## config.mk

```make
export PLATFORM = sky130hd
export DESIGN_NAME = pattern_sequencer_flat
export DESIGN_NICKNAME = d
export VERILOG_FILES = /design/src/rtl/pattern_sequencer_pkg.sv /design/src/rtl/pattern_sequencer_if.sv /design/src/rtl/pattern_sequencer_button_sync.sv /design/src/rtl/pattern_sequencer.sv /design/src/flat_wrapper.sv
export SDC_FILE = /design/constraint.sdc
export NUM_CORES = 1
export LEC_CHECK = 0
export ABC_CLOCK_PERIOD_IN_PS = 1840
export CAP_MARGIN = 10
export CORE_MARGIN = 3
export CORE_UTILIZATION = 40
export CTS_CLUSTER_DIAMETER = 120
export CTS_CLUSTER_SIZE = 10
export DETAILED_ROUTE_END_ITERATION = 8
export PLACE_DENSITY = 0.7
export SETUP_SLACK_MARGIN = 0.15
export SLEW_MARGIN = 20
export SYNTH_ARGS = -nofsm -noshare
export SYNTH_HDL_FRONTEND = slang
export SYNTH_SLANG_ARGS = --single-unit
```

## constraint.sdc

```tcl
create_clock -name clock -period 1.84 [get_ports clock]
set_input_delay 0.368 -clock clock [delete_from_list [all_inputs] [get_ports clock]]
set_output_delay 0.368 -clock clock [all_outputs]
set_load 0.02 [all_outputs]
```

## src/rtl/pattern_sequencer_pkg.sv

```systemverilog
// Shared constants and helpers for the record/playback pattern sequencer.
package pattern_sequencer_pkg;

  localparam logic [1:0] MODE_LOOP     = 2'b00;
  localparam logic [1:0] MODE_ONESHOT  = 2'b01;
  localparam logic [1:0] MODE_PINGPONG = 2'b10;
  localparam logic [1:0] MODE_HOLD     = 2'b11;

  typedef enum logic {
    DIR_UP   = 1'b0,
    DIR_DOWN = 1'b1
  } dir_e;

  // Ceiling log2, usable in constant expressions.
  function automatic int unsigned clog2(input int unsigned value);
    int unsigned result = 0;
    for (int unsigned i = 0; i < 32; i++) begin
      if ((64'd1 << i) < 64'(value)) result = i + 1;
    end
    return result;
  endfunction

endpackage

```

## src/rtl/pattern_sequencer_if.sv

```systemverilog
// Operator-side signals of the pattern sequencer: buttons, switches and status outputs.
interface pattern_sequencer_if
  import pattern_sequencer_pkg::*;
#(
  parameter int unsigned DATA_WIDTH = 2,
  parameter int unsigned DEPTH      = 6
);
  localparam int unsigned CW = clog2(DEPTH + 1);

  logic                  Store;
  logic                  Clear;
  logic [1:0]            Mode;
  logic [DATA_WIDTH-1:0] Sequence;
  logic [DATA_WIDTH-1:0] display;
  logic [CW-1:0]         length;
  logic                  full;
  logic                  playing;

  modport master (
    output Store, Clear, Mode, Sequence,
    input  display, length, full, playing
  );

  modport slave (
    input  Store, Clear, Mode, Sequence,
    output display, length, full, playing
  );

endinterface

```

## src/rtl/pattern_sequencer_button_sync.sv

```systemverilog
// Two-flop synchroniser with a preset value plus one delayed copy for edge/change detection.
module pattern_sequencer_button_sync #(
  parameter int unsigned      WIDTH     = 1,
  parameter logic [WIDTH-1:0] RESET_VAL = '1
) (
  input  logic             clk_i,
  input  logic             rst_ni,
  input  logic [WIDTH-1:0] d_i,
  output logic [WIDTH-1:0] sync_o,
  output logic [WIDTH-1:0] prev_o
);

  logic [WIDTH-1:0] meta_q, sync_q, prev_q;

  always_ff @(posedge clk_i or negedge rst_ni) begin
    if (!rst_ni) begin
      meta_q <= RESET_VAL;
      sync_q <= RESET_VAL;
      prev_q <= RESET_VAL;
    end else begin
      meta_q <= d_i;
      sync_q <= meta_q;
      prev_q <= sync_q;
    end
  end

  assign sync_o = sync_q;
  assign prev_o = prev_q;

endmodule

```

## src/rtl/pattern_sequencer.sv

```systemverilog
// Records operator-entered words and plays them back in loop, one-shot, ping-pong or hold mode.
module pattern_sequencer
  import pattern_sequencer_pkg::*;
#(
  parameter int unsigned           DATA_WIDTH = 2,
  parameter int unsigned           DEPTH      = 6,
  parameter int unsigned           TICK_WIDTH = 24,
  parameter logic [TICK_WIDTH-1:0] STEP_TICKS = 24'd3
) (
  input logic               clock,
  input logic               Reset,
  pattern_sequencer_if.slave bus
);

  localparam int unsigned           CW        = clog2(DEPTH + 1);
  localparam logic [CW-1:0]         ONE       = CW'(1);
  localparam logic [CW-1:0]         DEPTH_CW  = CW'(DEPTH);
  localparam logic [TICK_WIDTH-1:0] TICK_ONE  = TICK_WIDTH'(1);
  localparam logic [TICK_WIDTH-1:0] TICK_LAST = STEP_TICKS - TICK_ONE;

  logic                  store_sync, store_prev, clear_sync, clear_prev;
  logic [1:0]            mode_sync, mode_prev;
  logic [DATA_WIDTH-1:0] seq_sync, seq_prev_unused;

  pattern_sequencer_button_sync #(.WIDTH(1), .RESET_VAL(1'b1)) u_store_sync (
    .clk_i(clock), .rst_ni(Reset), .d_i(bus.Store), .sync_o(store_sync), .prev_o(store_prev)
  );
  pattern_sequencer_button_sync #(.WIDTH(1), .RESET_VAL(1'b1)) u_clear_sync (
    .clk_i(clock), .rst_ni(Reset), .d_i(bus.Clear), .sync_o(clear_sync), .prev_o(clear_prev)
  );
  pattern_sequencer_button_sync #(.WIDTH(2), .RESET_VAL(2'b00)) u_mode_sync (
    .clk_i(clock), .rst_ni(Reset), .d_i(bus.Mode), .sync_o(mode_sync), .prev_o(mode_prev)
  );
  pattern_sequencer_button_sync #(.WIDTH(DATA_WIDTH), .RESET_VAL('1)) u_seq_sync (
    .clk_i(clock), .rst_ni(Reset), .d_i(bus.Sequence), .sync_o(seq_sync),
    .prev_o(seq_prev_unused)
  );

  logic store_press, clear_press, mode_change;
  assign store_press = store_prev & ~store_sync;
  assign clear_press = clear_prev & ~clear_sync;
  assign mode_change = (mode_prev != mode_sync);

  logic [DATA_WIDTH-1:0] mem [DEPTH];
  logic [CW-1:0]         length_q, length_d, idx_q, idx_d;
  dir_e                  dir_q, dir_d;
  logic [TICK_WIDTH-1:0] div_q, div_d;
  logic                  full_q, full_d, we, last, tick;
  logic [DATA_WIDTH-1:0] display_q;

  assign last = (idx_q == length_q - ONE);
  assign tick = (div_q == TICK_LAST);

  always_comb begin
    length_d = length_q;
    idx_d    = idx_q;
    dir_d    = dir_q;
    div_d    = div_q;
    we       = 1'b0;
    // Clear beats a simultaneous store; a full store is dropped without touching playback.
    if (clear_press) begin
      length_d = '0;
      idx_d    = '0;
      dir_d    = DIR_UP;
      div_d    = '0;
    end else if (store_press && !full_q) begin
      we       = 1'b1;
      length_d = length_q + ONE;
      idx_d    = '0;
      dir_d    = DIR_UP;
      div_d    = '0;
    end else if (mode_change) begin
      idx_d = '0;
      dir_d = DIR_UP;
      div_d = '0;
    end else if ((length_q != '0) && (mode_sync != MODE_HOLD)) begin
      div_d = tick ? '0 : div_q + TICK_ONE;
      if (tick) begin
        unique case (mode_sync)
          MODE_LOOP:    idx_d = last ? '0 : idx_q + ONE;
          MODE_ONESHOT: idx_d = last ? idx_q : idx_q + ONE;
          MODE_PINGPONG: begin
            if (length_q == ONE) begin
              idx_d = '0;
            end else if (dir_q == DIR_UP) begin
              if (last) begin
                dir_d = DIR_DOWN;
                idx_d = idx_q - ONE;
              end else begin
                idx_d = idx_q + ONE;
              end
            end else if (idx_q == '0) begin
              dir_d = DIR_UP;
              idx_d = idx_q + ONE;
            end else begin
              idx_d = idx_q - ONE;
            end
          end
          MODE_HOLD: idx_d = idx_q;
        endcase
      end
    end
    full_d = (length_d == DEPTH_CW);
  end

  always_ff @(posedge clock or negedge Reset) begin
    if (!Reset) begin
      length_q  <= '0;
      idx_q     <= '0;
      dir_q     <= DIR_UP;
      div_q     <= '0;
      full_q    <= 1'b0;
      display_q <= '0;
    end else begin
      length_q  <= length_d;
      idx_q     <= idx_d;
      dir_q     <= dir_d;
      div_q     <= div_d;
      full_q    <= full_d;
      display_q <= (length_q == '0) ? '0 : mem[idx_q];
    end
  end

  // Recording storage is deliberately left unreset.
  always_ff @(posedge clock) begin
    if (we) mem[length_q] <= ~seq_sync;
  end

  assign bus.display = display_q;
  assign bus.length  = length_q;
  assign bus.full    = full_q;
  assign bus.playing = (length_q != '0) && (mode_sync != MODE_HOLD) &&
                       !((mode_sync == MODE_ONESHOT) && last);

endmodule
```

## src/flat_wrapper.sv

```systemverilog
// flat-port wrapper written by rule: the top's interface ports become plain ports
module pattern_sequencer_flat import pattern_sequencer_pkg::*;
#(
  parameter int unsigned           DATA_WIDTH = 2,
  parameter int unsigned           DEPTH      = 6,
  parameter int unsigned           TICK_WIDTH = 24,
  parameter logic [TICK_WIDTH-1:0] STEP_TICKS = 24'd3
)
  (clock, Reset, bus_Store, bus_Clear, bus_Mode, bus_Sequence, bus_display, bus_length, bus_full, bus_playing);
  pattern_sequencer_if #(.DATA_WIDTH(DATA_WIDTH), .DEPTH(DEPTH)) bus_i ();
  input logic clock;
  input logic Reset;
  input wire logic [$bits(bus_i.Store)-1:0] bus_Store;
  input wire logic [$bits(bus_i.Clear)-1:0] bus_Clear;
  input wire logic [$bits(bus_i.Mode)-1:0] bus_Mode;
  input wire logic [$bits(bus_i.Sequence)-1:0] bus_Sequence;
  output wire logic [$bits(bus_i.display)-1:0] bus_display;
  output wire logic [$bits(bus_i.length)-1:0] bus_length;
  output wire logic [$bits(bus_i.full)-1:0] bus_full;
  output wire logic [$bits(bus_i.playing)-1:0] bus_playing;
  assign bus_i.Store = bus_Store;
  assign bus_i.Clear = bus_Clear;
  assign bus_i.Mode = bus_Mode;
  assign bus_i.Sequence = bus_Sequence;
  assign bus_display = bus_i.display;
  assign bus_length = bus_i.length;
  assign bus_full = bus_i.full;
  assign bus_playing = bus_i.playing;
  pattern_sequencer #(.DATA_WIDTH(DATA_WIDTH), .DEPTH(DEPTH), .TICK_WIDTH(TICK_WIDTH), .STEP_TICKS(STEP_TICKS)) u_core (.clock(clock), .Reset(Reset), .bus(bus_i));
endmodule
```

Word-level counts from Yosys, hierarchy flattened
Memory sizes are Yosys's and may differ from the RTL's.
Index checks and enable logic that the tools add are counted.

word-level totals
  memory bits (writable) = 12
  memories kept = 1
  output and inout port bits = 7
  word-level logic and storage cells = 89
  bits in registers = 50
  input bits = 8

memories
  name        words  width  read ports  clocked after memory_dff  wr ports  line                     RTL
  u_core.mem  6      2      1           0                         1         pattern_sequencer.sv:44  logic [DATA_WIDTH-1:0] mem [DEPTH];

operators by class
  reductions and logical operators = 15
  equality and inequality tests = 12
  bitwise operators = 5
  muxes and demuxes = 34
  $add $sub $neg = 5

operators by type and width
  cell                                                    count
  2-to-1 mux 24 bit                                       5
  2-to-1 mux 3 bit                                        13
  adder 24 x 1 -> 24 bit (second input constant)          1
  equality test 24 x 2 -> 1 bit (second input constant)   1
  2-to-1 mux 1 bit                                        14
  nonzero test 4 bit                                      3
  one-hot mux 3 bit (3 select lines)                      1
  inequality test 4 x 1 -> 1 bit (second input constant)  2
  AND reduction 4 bit                                     2
  adder 3 x 1 -> 3 bit (second input constant)            2
  zero test 3 bit                                         2
  subtractor 3 x 1 -> 3 bit (second input constant)       2
  inequality test 5 x 3 -> 1 bit (second input constant)  1
  equality test 2 bit (second input constant)             2
  logical AND 1 bit                                       4
  equality test 3 x 1 -> 1 bit (second input constant)    1
  equality test 3 bit                                     1
  equality test 3 bit (second input constant)             1
  nonzero test 3 bit                                      1
  AND 1 bit                                               2
  equality test 2 x 1 -> 1 bit (second input constant)    1
  zero test 1 bit                                         2
  zero test 2 bit                                         1
  2-to-1 mux 2 bit                                        1
  4 further kinds                                         5

Longest topological paths before layout
  depth after elaboration = 11
  gate-level depth with buffers = 9

Modules after synthesis
From an unflattened synthesis, not the netlist that was laid out.

second synthesis, totals
  cells, all modules = 302
  area, all modules = 3444.6 um2

modules (own cells, without submodules)
  module                                                   times used  cells an instance  sequential area each (um2)  area each (um2)
  pattern_sequencer                                        1           284                1211.2                      2979.1
  pattern_sequencer_button_sync (u_core.u_clear_sync ...)  2           3                  78.8                        78.8
  pattern_sequencer_button_sync (u_core.u_seq_sync)        1           6                  157.7                       157.7
  pattern_sequencer_button_sync (u_core.u_mode_sync)       1           6                  150.1                       150.1

Least setup slack after synthesis
No wires, ideal clock.

  path kind = register -> output
  start point = register u_core.length_q[0], in the netlist u_core.bus.length[0]
  end point = output port bus_playing
  data required time = 1472 ps
  cell stages (with the launch flop) = 8
  buffers on the path = 2
  arrival time = 1883 ps
  slack = -411 ps
  cells stage by stage = dfrtp_1 -> inv_1 -> ha_1 -> nor2b_1 -> or2_1 -> buf_2 -> buf_6 -> a21oi_1

between the ends
  longest elaborated chain between the ends = 5
  elaborated cells on any way between the ends = 7
  those cells by class = add/sub (1); eq/ne (1); reduce/logical (5)

ends and longest elaborated chain
  item                       line                      RTL
  start: declaration         pattern_sequencer.sv:45   logic [CW-1:0] length_q, length_d, idx_q, idx_d;
  start signal: assignment   pattern_sequencer.sv:115  length_q <= length_d;
  subtractor 3 x 1 -> 3 bit  pattern_sequencer.sv:51   assign last = (idx_q == length_q - ONE);
  equality test 3 bit        pattern_sequencer.sv:51
  logical AND 1 bit          pattern_sequencer.sv:133  !((mode_sync == MODE_ONESHOT) && last);
  zero test 1 bit            pattern_sequencer.sv:133
  logical AND 1 bit *        pattern_sequencer.sv:132  assign bus.playing = (length_q != '0) && (mode_sync != MODE_HOLD) &&
  end: declaration           flat_wrapper.sv:20        output wire logic [$bits(bus_i.playing)-1:0] bus_playing;

Mark *: on every way between the ends. The rest lies on a longest branch, timed or not.

Worst setup path after layout
  start point = register u_core.div_q[15]
  end point = register u_core.idx_q[0]

between the ends
  longest elaborated chain between the ends = 3

ends and longest elaborated chain
  item                                  line                      RTL
  start: declaration                    pattern_sequencer.sv:47   logic [TICK_WIDTH-1:0] div_q, div_d;
  start signal: assignment              pattern_sequencer.sv:118  div_q <= div_d;
  equality test 24 x 2 -> 1 bit         pattern_sequencer.sv:52   assign tick = (div_q == TICK_LAST);
  nonzero test 4 bit (no source line)   --
  AND reduction 4 bit (no source line)  --
  end signal: assignment                pattern_sequencer.sv:116  idx_q <= idx_d;
  end: declaration                      pattern_sequencer.sv:45

Every way passes these cells.
A chain may end at the register's enable or synchronous reset.

==> metrics.csv <==
metric;value;unit
outcome;complete, but fails checks;
failing checks;setup timing;
flops & latches, synth;62;
hold depth;0;
Clk Latency, worst-skew pair;0.36;ns
Max Fclk;479;MHz
WL/cell;20.4;µm
Worst EP arrival;2.34;ns
top-count cell post-synth;dfrtp_1;
maximum VDD drop;0.381;mV
GR met2 Demand/Resource;30.6;%
Initial DRT Pass Iterations;6;
area delta synth->final;54.0;%
drt drc;0;
Die Footprint;0.00929;mm²
Final Hold Vio Count;0;
met3 Usage GRT;4.42;%
Async S/R FF share, synth;80.6;%
cts bufs inserted;9;
period utilisation layout;114;%
fillers;562;
Max-slew headroom;59.8;%
Unique masters post-synth;58;
H-Tree Depth;3;
Post-DRT Antenna Nets;0;
Worst Path Max Fanout;6;
first-pass GRT wire length;13100;µm
chip height;96.4;µm
CTS tree;built;
post-synthesis cell count;282;
largest net degree at the start of global routing;37;
Final Max Slew Viols;0;
Setup WS post-layout;-0.249;ns
grt peak-use layer;met2;
vias;2742;
clk sinks;62;
HP Class;flop to flop;
clock skew;0.0134;ns
Worst setup SP type;flop;
drt total wl;9720;µm
reg2reg path depth;5;
final setup vio count;29;
sequential share of the synthesized area;49.7;%
syn_nets;302;
DRT iter0 DRCs;257;
grt met1 use;24.5;%
vias in the first global route;2607;
Synth top area share;30.6;%
initial antenna violation count;0;
share of post-route cells with drive strength above 1;51.2;%
clock-pin slew on the worst setup and hold paths;0.08;ns
Non-Filler Instances;477;
min Tclk post-route;2.09;ns
Hold Slack;0.349;ns
port bufs;14;
Seq. cell area;0.00163;mm²
root buffer cell;clkbuf_8;
Post-synth EDFFs;12;
Antenna Cells;0;
placed insts;434;
cell area power density;758;mW/mm²
IO Pins;15;
number of max-cap violations;0;
total grt overflow;0;
area of the core;0.00785;mm²
Starting Density;41.7;%
Setup WS pre-CTS;-0.341;ns
Crit. End Element;flop;
cell area after synthesis;0.00327;mm²
FP Rows;32;
Via density;5.75;
area occupied by multi-input gates;0.00205;mm²
gpl congestion;0.835;
Die X-Extent;96.4;µm
average size of a mapped cell;11.6;µm²
yosys synthesis warning count;0;
Synth area leaders;dfrtp_1, edfxtp_1, dfstp_2;
kind of critical path;flop to flop;
unrepaired setup endpoints after global routing;yes;
ys flop type;dfrtp_1;
post-DP HPWL;4870;µm
Crit path required time;2.09;ns
Net count, final;390;
all-layer global routing usage;19.0;%
Synth top cells by count;dfrtp_1, nor2_1, xnor2_1, inv_1, nand2_1;
worst-margin pin slew;0.598;ns
Yosys top cell by area;dfrtp_1;
worst-case clock buffer depth;2;
P_leak;1.92;nW
## sequential cells by signal (all words and copies together) (netlist names), 2 cells and up
signal and cells:
u_core.idx_q 3, u_core.u_mode_sync.meta_q 2, u_core.u_mode_sync.sync_o 2, u_core.bus.length 3, u_core.mem 12, u_core.div_q 24
u_core.u_seq_sync.sync_o 2, u_core.u_seq_sync.meta_q 2, u_core.u_mode_sync.prev_o 2, u_core.bus.display 2
## timing repair
action                                  4_1_cts  5_1_grt
pin swaps                                    41       36
cloned                                        6        0
endpoints found under the setup margin       42       42
hold buffers                                  1        0
buffers inserted                             12        8
resized for setup                            63       36
hold endpoints to repair                     14        0
## critical path, stage by stage, from the launching register on
cell and delay, ns:
dfrtp_1 0.43, nor4_2 0.57, nand4bb_4 0.20, o21ai_4 0.31, nand2_1 0.17, mux2_2 0.29
## worst paths after layout
path / slack, ns / endpoint / from
worst max-delay path: -0.25 / u_core.idx_q[0] / u_core.div_q[15]
worst min-delay path: 0.35 / u_core.u_mode_sync.sync_o[0] / u_core.u_mode_sync.meta_q[0]
worst max register to register: -0.25 / u_core.idx_q[0] / u_core.div_q[15]
worst min register to register: 0.35 / u_core.u_mode_sync.sync_o[0] / u_core.u_mode_sync.meta_q[0]
max in group asynchronous: 0.79 / u_core.u_clear_sync.meta_q / Reset
min in group asynchronous: 0.45 / u_core.div_q[13] / Reset
## layer usage
layer / routed length, µm / vias to the layer above / part of all wire [%]
li1: - / 1207 / -
met1: 3690 / 1375 / 38
met2: 4970 / 124 / 51
met4: 369 / 0 / 3.8
met5: 0 / - / 0
met3: 689 / 36 / 7.1
## power breakdown
group	switching, mW	internal, mW
combinational	0.558	0.500
sequential	0.0210	1.46
clock	0.583	0.698
## stage by stage
| stage | power, mW | TNS [ns] | cell area, µm² | util [%] |
|---|---|---|---|---|
| global route | 3.93 | -6.19 | 5030 | 64.1 |
| floorplan | 1.96 | -1.25 | 3520 | - |
| detailed placement | 2.20 | -2.50 | 4100 | 52.2 |
| CTS | 3.71 | -3.99 | 4780 | 60.9 |
| finish | 3.82 | -4.14 | 5030 | 64.1 |
| global placement | 2.19 | -1.60 | 4100 | 52.2 |
## cell type report
class                      count  share of cell area, %
tap                          102                   2.54
inverter                      14                   1.04
multi-input combinational    193                   40.7
clock inverter                 6                   1.17
timing repair buffer          90                   19.2
clock buffer                  10                   2.96
sequential                    62                   32.3
## placed cells by master (no fill, tap or decap), types with 3 or more instances in the layout
cell type         n
a2111oi_4        10
nor3_4            3
xnor2_1          10
nand2_1          13
ha_1             11
buf_4            48
nor2_4            6
and4_1            4
dlygate4sd2_1     4
nor4_2            5
clkbuf_8          9
nor3_1            3
a211oi_4          3
buf_12            6
buf_8             3
dfstp_2          10
nand3_1           9
clkdlybuf4s50_1   8
nor2_2           10
inv_1            12
nor2_1           20
mux2i_1           3
xor2_1            7
o211ai_1          4
xnor2_2           9
buf_16            6
edfxtp_1         12
dfrtp_2           3
buf_6            13
dfrtp_1          37
nand4_1           4
## cell families (layout without fill, tap and decap cells)
kind of cell / Yosys count / after routing / synth area share, %
AO/OA/AOI/OAI: 42 / 42 / 12.4
XOR/XNOR: 28 / 28 / 7.96
adder cells (fa/ha/maj): 12 / 12 / 4.59
buffers and inverters: 27 / 120 / 4.17
flip-flops: 62 / 62 / 49.7
multiplexers: 8 / 8 / 3.33
AND/OR/NAND/NOR: 103 / 103 / 17.8
Power figures use the tool's default switching activity.
